File: src/rtl/fir_pkg.sv
// Shared defaults and FSM state type for the serial-FIR feed controller.
package fir_pkg;
  localparam int DW_DEF     = 12;
  localparam int YW_DEF     = 29;
  localparam int SLOT_DEF   = 8;
  localparam int FDEPTH_DEF = 4;
  localparam int TMO_DEF    = 64;

  typedef enum logic [1:0] {
    ST_IDLE  = 2'd0,
    ST_ISSUE = 2'd1,
    ST_WAIT  = 2'd2
  } fsm_state_t;
endpackage

File: src/rtl/fir_feed_ctrl_if.sv
// Upstream sample stream, serial-FIR handshake and downstream result stream.
// The master modport is the controller side; slave is the surrounding environment.
interface fir_feed_ctrl_if
  import fir_pkg::*;
#(
  parameter int DW = DW_DEF,
  parameter int YW = YW_DEF
);
  logic          s_valid;
  logic          s_ready;
  logic [DW-1:0] s_data;
  logic          fir_en;
  logic [DW-1:0] fir_xin;
  logic          fir_rdy;
  logic [YW-1:0] fir_yout;
  logic          m_valid;
  logic          m_ready;
  logic [YW-1:0] m_data;
  logic          busy;
  logic          err;

  modport master (
    input  s_valid, s_data, fir_rdy, fir_yout, m_ready,
    output s_ready, fir_en, fir_xin, m_valid, m_data, busy, err
  );

  modport slave (
    output s_valid, s_data, fir_rdy, fir_yout, m_ready,
    input  s_ready, fir_en, fir_xin, m_valid, m_data, busy, err
  );
endinterface

File: src/rtl/sync_fifo.sv
// Single-clock FIFO, no bypass: a push is visible at the head the following cycle.
// Pushes when full and pops when empty are ignored; pointers carry an extra wrap bit.
module sync_fifo #(
  parameter int DW     = 12,
  parameter int FDEPTH = 4
) (
  input  logic          clk,
  input  logic          rst_n,
  input  logic          push_i,
  input  logic          pop_i,
  input  logic [DW-1:0] wdata_i,
  output logic [DW-1:0] rdata_o,
  output logic          full_o,
  output logic          empty_o
);
  localparam int AW = (FDEPTH > 1) ? $clog2(FDEPTH) : 1;

  logic [DW-1:0] mem_q [FDEPTH];
  logic [AW:0]   wr_ptr_q;
  logic [AW:0]   rd_ptr_q;
  logic          do_push;
  logic          do_pop;

  assign empty_o = (wr_ptr_q == rd_ptr_q);
  assign full_o  = (wr_ptr_q[AW] != rd_ptr_q[AW]) && (wr_ptr_q[AW-1:0] == rd_ptr_q[AW-1:0]);
  assign do_push = push_i && !full_o;
  assign do_pop  = pop_i && !empty_o;
  assign rdata_o = mem_q[rd_ptr_q[AW-1:0]];

  always_ff @(posedge clk or negedge rst_n) begin
    if (!rst_n) begin
      wr_ptr_q <= '0;
      rd_ptr_q <= '0;
    end else begin
      if (do_push) wr_ptr_q <= wr_ptr_q + 1'b1;
      if (do_pop)  rd_ptr_q <= rd_ptr_q + 1'b1;
    end
  end

  // Storage needs no reset; the head is only consumed when non-empty.
  always_ff @(posedge clk) begin
    if (do_push) mem_q[wr_ptr_q[AW-1:0]] <= wdata_i;
  end
endmodule

File: src/rtl/fir_feed_ctrl.sv
// Feeds buffered samples to a serial FIR at most once per SLOT cycles and parks each result.
// Issue is withheld while the result register is occupied; a missing fir_rdy aborts after TMO cycles.
module fir_feed_ctrl
  import fir_pkg::*;
#(
  parameter int DW     = DW_DEF,
  parameter int YW     = YW_DEF,
  parameter int SLOT   = SLOT_DEF,
  parameter int FDEPTH = FDEPTH_DEF,
  parameter int TMO    = TMO_DEF
) (
  input  logic            clk,
  input  logic            rst_n,
  fir_feed_ctrl_if.master bus
);
  localparam int            GW      = (SLOT > 1) ? $clog2(SLOT) : 1;
  localparam logic [GW-1:0] SLOT_M1 = GW'(SLOT - 1);
  localparam int            TW      = $clog2(TMO + 1);
  localparam logic [TW-1:0] TMO_M1  = TW'(TMO - 1);

  fsm_state_t    state_q;
  logic [GW-1:0] gap_q, gap_d;
  logic [TW-1:0] tmo_q;
  logic          fir_en_q;
  logic [DW-1:0] fir_xin_q;
  logic          m_valid_q;
  logic [YW-1:0] m_data_q;
  logic          err_q;

  logic          fifo_full, fifo_empty;
  logic [DW-1:0] fifo_head;
  logic          push, pop;
  logic          slot_free, issue_go, capture, timeout;

  assign push      = bus.s_valid && !fifo_full;
  assign pop       = (state_q == ST_ISSUE);
  assign slot_free = !m_valid_q || bus.m_ready;
  assign issue_go  = (state_q == ST_IDLE) && !fifo_empty && (gap_q >= SLOT_M1) && slot_free;
  assign capture   = (state_q == ST_WAIT) && bus.fir_rdy;
  assign timeout   = (state_q == ST_WAIT) && !bus.fir_rdy && (tmo_q == TMO_M1);
  assign gap_d     = (gap_q >= SLOT_M1) ? gap_q : gap_q + GW'(1);

  sync_fifo #(.DW(DW), .FDEPTH(FDEPTH)) u_fifo (
    .clk     (clk),
    .rst_n   (rst_n),
    .push_i  (push),
    .pop_i   (pop),
    .wdata_i (bus.s_data),
    .rdata_o (fifo_head),
    .full_o  (fifo_full),
    .empty_o (fifo_empty)
  );

  always_ff @(posedge clk or negedge rst_n) begin
    if (!rst_n) begin
      state_q   <= ST_IDLE;
      gap_q     <= SLOT_M1;
      tmo_q     <= '0;
      fir_en_q  <= 1'b0;
      fir_xin_q <= '0;
      m_valid_q <= 1'b0;
      m_data_q  <= '0;
      err_q     <= 1'b0;
    end else begin
      // Outputs are registered on the IDLE->ISSUE edge so they are valid throughout ISSUE.
      fir_en_q <= issue_go;
      gap_q    <= issue_go ? '0 : gap_d;
      if (issue_go) fir_xin_q <= fifo_head;

      case (state_q)
        ST_IDLE: begin
          if (issue_go) begin
            state_q <= ST_ISSUE;
            tmo_q   <= '0;
          end
        end
        ST_ISSUE: begin
          state_q <= ST_WAIT;
          tmo_q   <= tmo_q + TW'(1);
        end
        ST_WAIT: begin
          tmo_q <= tmo_q + TW'(1);
          if (capture || timeout) state_q <= ST_IDLE;
        end
        default: state_q <= ST_IDLE;
      endcase

      if (capture) begin
        m_valid_q <= 1'b1;
        m_data_q  <= bus.fir_yout;
      end else if (bus.m_ready) begin
        m_valid_q <= 1'b0;
      end

      if (timeout) err_q <= 1'b1;
    end
  end

  assign bus.s_ready = !fifo_full;
  assign bus.fir_en  = fir_en_q;
  assign bus.fir_xin = fir_xin_q;
  assign bus.m_valid = m_valid_q;
  assign bus.m_data  = m_data_q;
  assign bus.busy    = (state_q != ST_IDLE) || !fifo_empty;
  assign bus.err     = err_q;
endmodule

File: src/flat_wrapper.sv
// flat-port wrapper written by rule: the top's interface ports become plain ports
module fir_feed_ctrl_flat import fir_pkg::*;
#(
  parameter int DW     = DW_DEF,
  parameter int YW     = YW_DEF,
  parameter int SLOT   = SLOT_DEF,
  parameter int FDEPTH = FDEPTH_DEF,
  parameter int TMO    = TMO_DEF
)
  (clk, rst_n, bus_s_valid, bus_s_data, bus_fir_rdy, bus_fir_yout, bus_m_ready, bus_s_ready, bus_fir_en, bus_fir_xin, bus_m_valid, bus_m_data, bus_busy, bus_err);
  fir_feed_ctrl_if #(.DW(DW), .YW(YW)) bus_i ();
  input  logic clk;
  input  logic rst_n;
  input wire logic [$bits(bus_i.s_valid)-1:0] bus_s_valid;
  input wire logic [$bits(bus_i.s_data)-1:0] bus_s_data;
  input wire logic [$bits(bus_i.fir_rdy)-1:0] bus_fir_rdy;
  input wire logic [$bits(bus_i.fir_yout)-1:0] bus_fir_yout;
  input wire logic [$bits(bus_i.m_ready)-1:0] bus_m_ready;
  output wire logic [$bits(bus_i.s_ready)-1:0] bus_s_ready;
  output wire logic [$bits(bus_i.fir_en)-1:0] bus_fir_en;
  output wire logic [$bits(bus_i.fir_xin)-1:0] bus_fir_xin;
  output wire logic [$bits(bus_i.m_valid)-1:0] bus_m_valid;
  output wire logic [$bits(bus_i.m_data)-1:0] bus_m_data;
  output wire logic [$bits(bus_i.busy)-1:0] bus_busy;
  output wire logic [$bits(bus_i.err)-1:0] bus_err;
  assign bus_i.s_valid = bus_s_valid;
  assign bus_i.s_data = bus_s_data;
  assign bus_i.fir_rdy = bus_fir_rdy;
  assign bus_i.fir_yout = bus_fir_yout;
  assign bus_i.m_ready = bus_m_ready;
  assign bus_s_ready = bus_i.s_ready;
  assign bus_fir_en = bus_i.fir_en;
  assign bus_fir_xin = bus_i.fir_xin;
  assign bus_m_valid = bus_i.m_valid;
  assign bus_m_data = bus_i.m_data;
  assign bus_busy = bus_i.busy;
  assign bus_err = bus_i.err;
  fir_feed_ctrl #(.DW(DW), .YW(YW), .SLOT(SLOT), .FDEPTH(FDEPTH), .TMO(TMO)) u_core (.clk(clk), .rst_n(rst_n), .bus(bus_i));
endmodule
File: config.mk
export PLATFORM = sky130hd
export DESIGN_NAME = fir_feed_ctrl_flat
export DESIGN_NICKNAME = d
export VERILOG_FILES = /design/src/rtl/fir_pkg.sv /design/src/rtl/fir_feed_ctrl_if.sv /design/src/rtl/sync_fifo.sv /design/src/rtl/fir_feed_ctrl.sv /design/src/flat_wrapper.sv
export SDC_FILE = /design/constraint.sdc
export NUM_CORES = 1
export LEC_CHECK = 0
export BUFFER_PORTS_ARGS = -buffer_cell sky130_fd_sc_hd__buf_2
export CAP_MARGIN = 0
export CORE_MARGIN = 2
export CORE_UTILIZATION = 55
export CTS_BUF_LIST = sky130_fd_sc_hd__clkbuf_16
export DETAILED_ROUTE_END_ITERATION = 12
export HOLD_SLACK_MARGIN = 0.03
export PLACE_DENSITY = 0.83
export SLEW_MARGIN = 0
export SYNTH_ARGS = -nofsm -noshare
export SYNTH_HDL_FRONTEND = slang
export SYNTH_SLANG_ARGS = --single-unit
File: constraint.sdc
create_clock -name clk -period 2.51 [get_ports clk]
set_input_delay 0.502 -clock clk [delete_from_list [all_inputs] [get_ports clk]]
set_output_delay 0.502 -clock clk [all_outputs]
set_load 0.02 [all_outputs]
; After elaboration in Yosys (flattened, before gate mapping)
; Memory sizes are Yosys's and may differ from the RTL's. A register that Yosys moved wholly into a read port is not among the register bits.
; Cells that the tools add are included.
[word_totals]
regBits = 50
ram_bits = 48
in_bits = 46
output_inout_bits = 46
wordCells = 60
mem_count = 1
[op_classes]
n_addsub = 4
n_lt_le_gt_ge = 1
eq_ne = 9
muxes = 11
n_reduce_logical = 25
[memory_table]
columns = name, depth, width, rd, rd_ports_with_merged_regs, write_ports, line_no
row1 = u_core.u_fifo.mem_q, 4, 12, 1, 1, 1, sync_fifo.sv:18  ; logic [DW-1:0] mem_q [FDEPTH];
[op_table]
columns = cell, n
row1 = $pmux W7 S2, 1
row2 = $logic_and A1 B1 Y1, 10
row3 = $add A3 B1 Y3 const B, 3
row4 = $add A7 B1 Y7 const B, 1
row5 = $eq A7 B6 Y1 const B, 1
row6 = $mux W7, 1
row7 = $mux W3, 2
row8 = $pmux W2 S3, 1
row9 = $reduce_bool A2 Y1, 3
row10 = $logic_not A1 Y1, 5
row11 = $mux W1, 4
row12 = $mux W2, 2
row13 = $ne A2 B2 Y1 const B, 2
row14 = $reduce_and A2 Y1, 2
row15 = $eq A3 B3 Y1, 1
row16 = $ge A3 B3 Y1 const B, 1
row17 = $logic_or A1 B1 Y1, 3
row18 = $eq A2 B1 Y1 const B, 1
row19 = $eq A2 B2 Y1, 1
row20 = $eq A2 B2 Y1 const B, 1
row21 = $logic_not A2 Y1, 1
row22 = $ne A2 B1 Y1 const B, 1
row23 = $reduce_or A2 Y1, 1
row24 = $ne A1 B1 Y1, 1

; Logic depth before layout (Yosys ltp)
[logic_depth]
ltp_word = 7
depth_mapped = 8
depth_no_buf = 7

; By module
; Synthesis repeated with hierarchy kept, for this count alone.
[hier_totals]
hier_cells = 314
area_unflattened_um2 = 4678.2
[modules_own_cells]
columns = module, instances, cells_each, area_each_um2, seq_area_each_um2
row1 = fir_feed_ctrl, 1, 199, 2414.8, 1405.1
row2 = sync_fifo, 1, 115, 2263.4, 1591.5

; Least setup slack after synthesis
; No wires, ideal clock.
[synth_timing]
kind = register to register
from = register u_core.gap_q[0]
to = register u_core.fir_xin_q[0], in the netlist u_core.bus.fir_xin[0] (read register of u_core.u_fifo.mem_q)
setup_ns = 0.125
t_arrival_ns = 2.142
required_ns = 2.385
slack_ns = 0.243
stages_incl_launch_ff = 9
path_buffers = 1
synth_period_minus_slack_ns = 2.267
cell_sequence = dfstp_2 ha_1 ha_1 a31oi_1 a311oi_4 nand2_4 inv_4 buf_12 mux2_4
[synth_via]
elab_chain_cells = 3
[synth_rtl]
columns = item, line_no
row1 = "start, declared", fir_feed_ctrl.sv:22  ; logic [GW-1:0] gap_q, gap_d;
row2 = "start signal, assigned", fir_feed_ctrl.sv:67  ; gap_q <= issue_go ? '0 : gap_d;
row3 = $ge A3 B3 Y1, fir_feed_ctrl.sv:38  ; assign issue_go = (state_q == ST_IDLE) && !fifo_empty && (gap_q >= SLOT_M1) && slot_free;
row4 = $logic_and A1 B1 Y1 (2 in a row), fir_feed_ctrl.sv:38
row5 = net u_core.issue_go, fir_feed_ctrl.sv:33  ; logic slot_free, issue_go, capture, timeout;
row6 = "end, declared", fir_feed_ctrl.sv:25  ; logic [DW-1:0] fir_xin_q;
; The timed path passes the listed nets, and every way through them passes these cells.
; A chain may end at the register's enable or synchronous reset.

; Worst setup path in the final report
[layout_timing]
from = register u_core.gap_q[0]
to = register u_core.fir_xin_q[2], in the netlist u_core.bus.fir_xin[2] (read register of u_core.u_fifo.mem_q)
[layout_via]
elab_chain_cells = 3
[layout_rtl]
columns = item, line_no
row1 = $ge A3 B3 Y1, fir_feed_ctrl.sv:38
row2 = $logic_and A1 B1 Y1 (2 in a row), fir_feed_ctrl.sv:38
; Every way passes these cells.

==> results.sh <==
export IMPL_ys_types=49
export IMPL_path_max_fanout=15
export IMPL_grt_pass1_wl_mm=12.8
export IMPL_htreeDepth=3
export IMPL_final_util_pct=67.8
export IMPL_multiInputGateArea_um2=1530
export IMPL_antenna_found_initial=0
export IMPL_ys_warnings_count=0
export IMPL_cap_violations=0
export IMPL_clockRootBuffer="clkbuf_16"
export IMPL_final_setup_skew_ps=7.85
export IMPL_fin_nets=445
export IMPL_gp_congestion=0.838
export IMPL_crit_buf_inv=1
export IMPL_worst_slew_pin_slew_ps=489
export IMPL_regArea_um2=3000
export IMPL_cts_buffers=9
export IMPL_fp_dieW_um=95.8
export IMPL_wl_per_cell_um=16.5
export IMPL_ios=92
export IMPL_ant_nets=0
export IMPL_place_ws_ps=195
export IMPL_cts_tree="yes"
export IMPL_portBuffers=91
export IMPL_ys_async_sr_fraction_pct=56.4
export IMPL_crit_path_end_kind="flip-flop"
export IMPL_setup_slack_ps=194
export IMPL_synth_area_um2=4640
export IMPL_diodes=0
export IMPL_grt_start_max_net_pins=34
export IMPL_synth_edf_count=48
export IMPL_cts_sinks=110
export IMPL_cp_start_kind="flip-flop"
export IMPL_synthToLayoutAreaGrowth_pct=19.5
export IMPL_outcome="finished clean"
export IMPL_cpMostUsedCell="ha_1"
export IMPL_yosysSeqAreaShare_pct=64.6
export IMPL_slew_headroom_pct=67.3
export IMPL_fillCellCount=564
export IMPL_drive_gt1_share_pct=46.4
export IMPL_synth_ff_type="dfrtp_1"
export IMPL_p_per_area_nw_per_um2=1320
export IMPL_dieArea_um2=9180
export IMPL_drt_iter0_markers=101
export IMPL_critPathKind="reg2reg"
export IMPL_drt_pass1_iter_count=4
export IMPL_viasPerCell=5.56
export IMPL_die_h_um=95.8
export IMPL_critical_path_top_delay_family="flip-flops"
export IMPL_synth_nets=340
export IMPL_peakVddDrop_mv=0.642
export IMPL_rsz0062_at_grt="false"
export IMPL_hp_class="in2reg"
export IMPL_rows=33
export IMPL_clock_latency_ps=340
export IMPL_track_usage_pct=18.7
export IMPL_cp_data_required_time_ps=2730
export IMPL_crit_chain="ha_1, ha_1, a31oi_1, a311oi_4, nand2_4, inv_4, mux2_2"
export IMPL_post_route_period_util_pct=92.3
export IMPL_arrival_ps=2540
export IMPL_cts_repair_resized=0
export IMPL_path_clk_slew_ps=70
export IMPL_gr_total_overflow=0
export IMPL_post_route_min_period_ps=2320
export IMPL_slowest_delay_ps=580
export IMPL_slowest_stage="dfstp_2"
export IMPL_route_vias_total=2763
export IMPL_wirelength_mm=8.18
export IMPL_netlist_instances=282
export IMPL_avgSynthCellArea_um2=16.4
export IMPL_grt_pass1_vias=2793
export IMPL_fmax_mhz=432
export IMPL_hold_violations=0
export IMPL_start_util_pct=56.7
export IMPL_core_um2=8180
export IMPL_synth_seq_cells=110
export IMPL_slew_violations=0
export IMPL_fin_setup_tns_ps=0
export IMPL_drc_errors=0
export IMPL_cts_buffer_depth=2
export IMPL_setup_viol=0
export IMPL_p_leak_nw=2.40
export IMPL_dp_hpwl_mm=5.86
-- what timing repair did --
action	in CTS	in global routing
endpoints found under the hold margin	1	0
hold buffers	1	0
buffers inserted	0	0
-- cell type report --
type                       instances  area share, %
sequential                       110           54.1
clock buffer                       9           4.07
inverter                           9          0.655
timing repair buffer             105           10.2
multi-input combinational        152           27.7
clock inverter                     7          0.994
tap                              105           2.37
-- power by group --
| group | switching, mW | total (mW) | leakage (nW) | internal (mW) |
|---|---|---|---|---|
| Clock | 0.648 | 1.33 | 0.134 | 0.685 |
| Combinational | 1.65 | 3.05 | 1.08 | 1.40 |
| Sequential | 0.357 | 2.91 | 1.19 | 2.56 |
| Total | 2.65 | 7.29 | 2.40 | 4.64 |
-- cell usage after synthesis (all sizes together), types with 2 or more instances --
| library cell | number | area share [%] |
|---|---|---|
| a211oi | 2 | 0.32 |
| a21o | 3 | 0.49 |
| a21oi | 6 | 0.65 |
| and2 | 4 | 0.54 |
| and3 | 2 | 0.27 |
| and4 | 2 | 0.38 |
| buf | 5 | 1.1 |
| clkbuf | 6 | 0.49 |
| dfrtp | 59 | 32 |
| dfstp | 3 | 1.7 |
| edfxtp | 48 | 31 |
| ha | 12 | 3.2 |
| inv | 9 | 0.78 |
| mux2 | 43 | 11 |
| mux4 | 12 | 6.0 |
| nand2 | 9 | 0.89 |
| nand2b | 2 | 0.27 |
| nand3 | 8 | 0.86 |
| nand4 | 2 | 0.27 |
| nor2 | 3 | 0.24 |
| nor2b | 2 | 0.27 |
| nor3 | 5 | 0.54 |
| o21ai | 3 | 0.32 |
| o22ai | 4 | 0.54 |
| o32ai | 3 | 0.57 |
| xnor2 | 7 | 1.6 |
| xor2 | 4 | 0.76 |
-- through the flow --
stage	instances	power [mW]	cell area (µm²)	hold slack, ps
2_1_floorplan	282	5.14	4640	206
6_report	497	7.29	5540	369
3_5_place_dp	480	6.03	5250	293
5_1_grt	497	7.74	5540	367
3_3_place_gp	480	5.91	5250	291
4_1_cts	497	7.36	5540	362
-- worst paths after layout --
check	end	slack, ps	startpoint	cells past startpoint
min reg2reg	u_core.bus.err	470	u_core.bus.err	1
max reg2reg	u_core.bus.fir_xin[2]	190	u_core.gap_q[0]	7
min	u_core.u_fifo.mem_q[0][10]	370	bus_s_data[10]	1
min in group asynchronous	u_core.bus.m_data[0]	490	rst_n	2
max in group asynchronous	u_core.gap_q[1]	1450	rst_n	3
max	u_core.bus.fir_xin[2]	190	u_core.gap_q[0]	7
-- sequential cells by signal, indices dropped and copies added, names as in the netlist --
name and cells:
u_core.u_fifo.rd_ptr_q 3, u_core.bus.fir_en 1, u_core.state_q 2, u_core.u_fifo.wr_ptr_q 3, u_core.bus.m_data 29, u_core.gap_q 3, u_core.u_fifo.mem_q 48, u_core.bus.err 1
u_core.bus.fir_xin 12, u_core.bus.m_valid 1, u_core.tmo_q 7
-- logic make-up (layout without fill, tap and decap cells) --
logic type / Yosys count / in the layout / synth area share [%]
buffers and inverters: 20 / 130 / 2.32
AND/OR/NAND/NOR: 41 / 41 / 4.83
multiplexers: 56 / 56 / 17.2
AO/OA/AOI/OAI: 32 / 32 / 5.37
adder cells (fa/ha/maj): 12 / 12 / 3.24
flip-flops: 110 / 110 / 64.6
XOR/XNOR: 11 / 11 / 2.40
-- metal layers --
metal / up-vias / share of wire, % / global-route usage, %
met5: - / 0 / 0
met1: 1349 / 40 / 22.0
met3: 15 / 8.0 / 3.84
li1: 1276 / - / -
met2: 123 / 50 / 33.3
met4: 0 / 1.6 / 7.74
-- layout by cell type (no fill, tap or decap), types with 2 or more instances in the layout --
master / instances
buf_2: 91
dfrtp_1: 59
edfxtp_1: 48
mux2_2: 36
buf_4: 13
ha_1: 12
mux4_2: 10
clkbuf_16: 9
inv_1: 8
nand3_1: 8
nand2_1: 8
mux2_4: 7
a21oi_1: 6
xnor2_1: 5
nor3_1: 5
xor2_1: 4
and2_1: 4
o22ai_1: 4
o32ai_1: 3
nor2_1: 3
o21ai_0: 3
a21o_1: 3
dfstp_2: 3
xnor2_2: 2
nor2b_1: 2
and4_1: 2
nand4_1: 2
nand2b_1: 2
and3_1: 2
a211oi_1: 2
mux4_1: 2
inv_6: 2
Note: power is estimated with default switching activity, not from simulation.
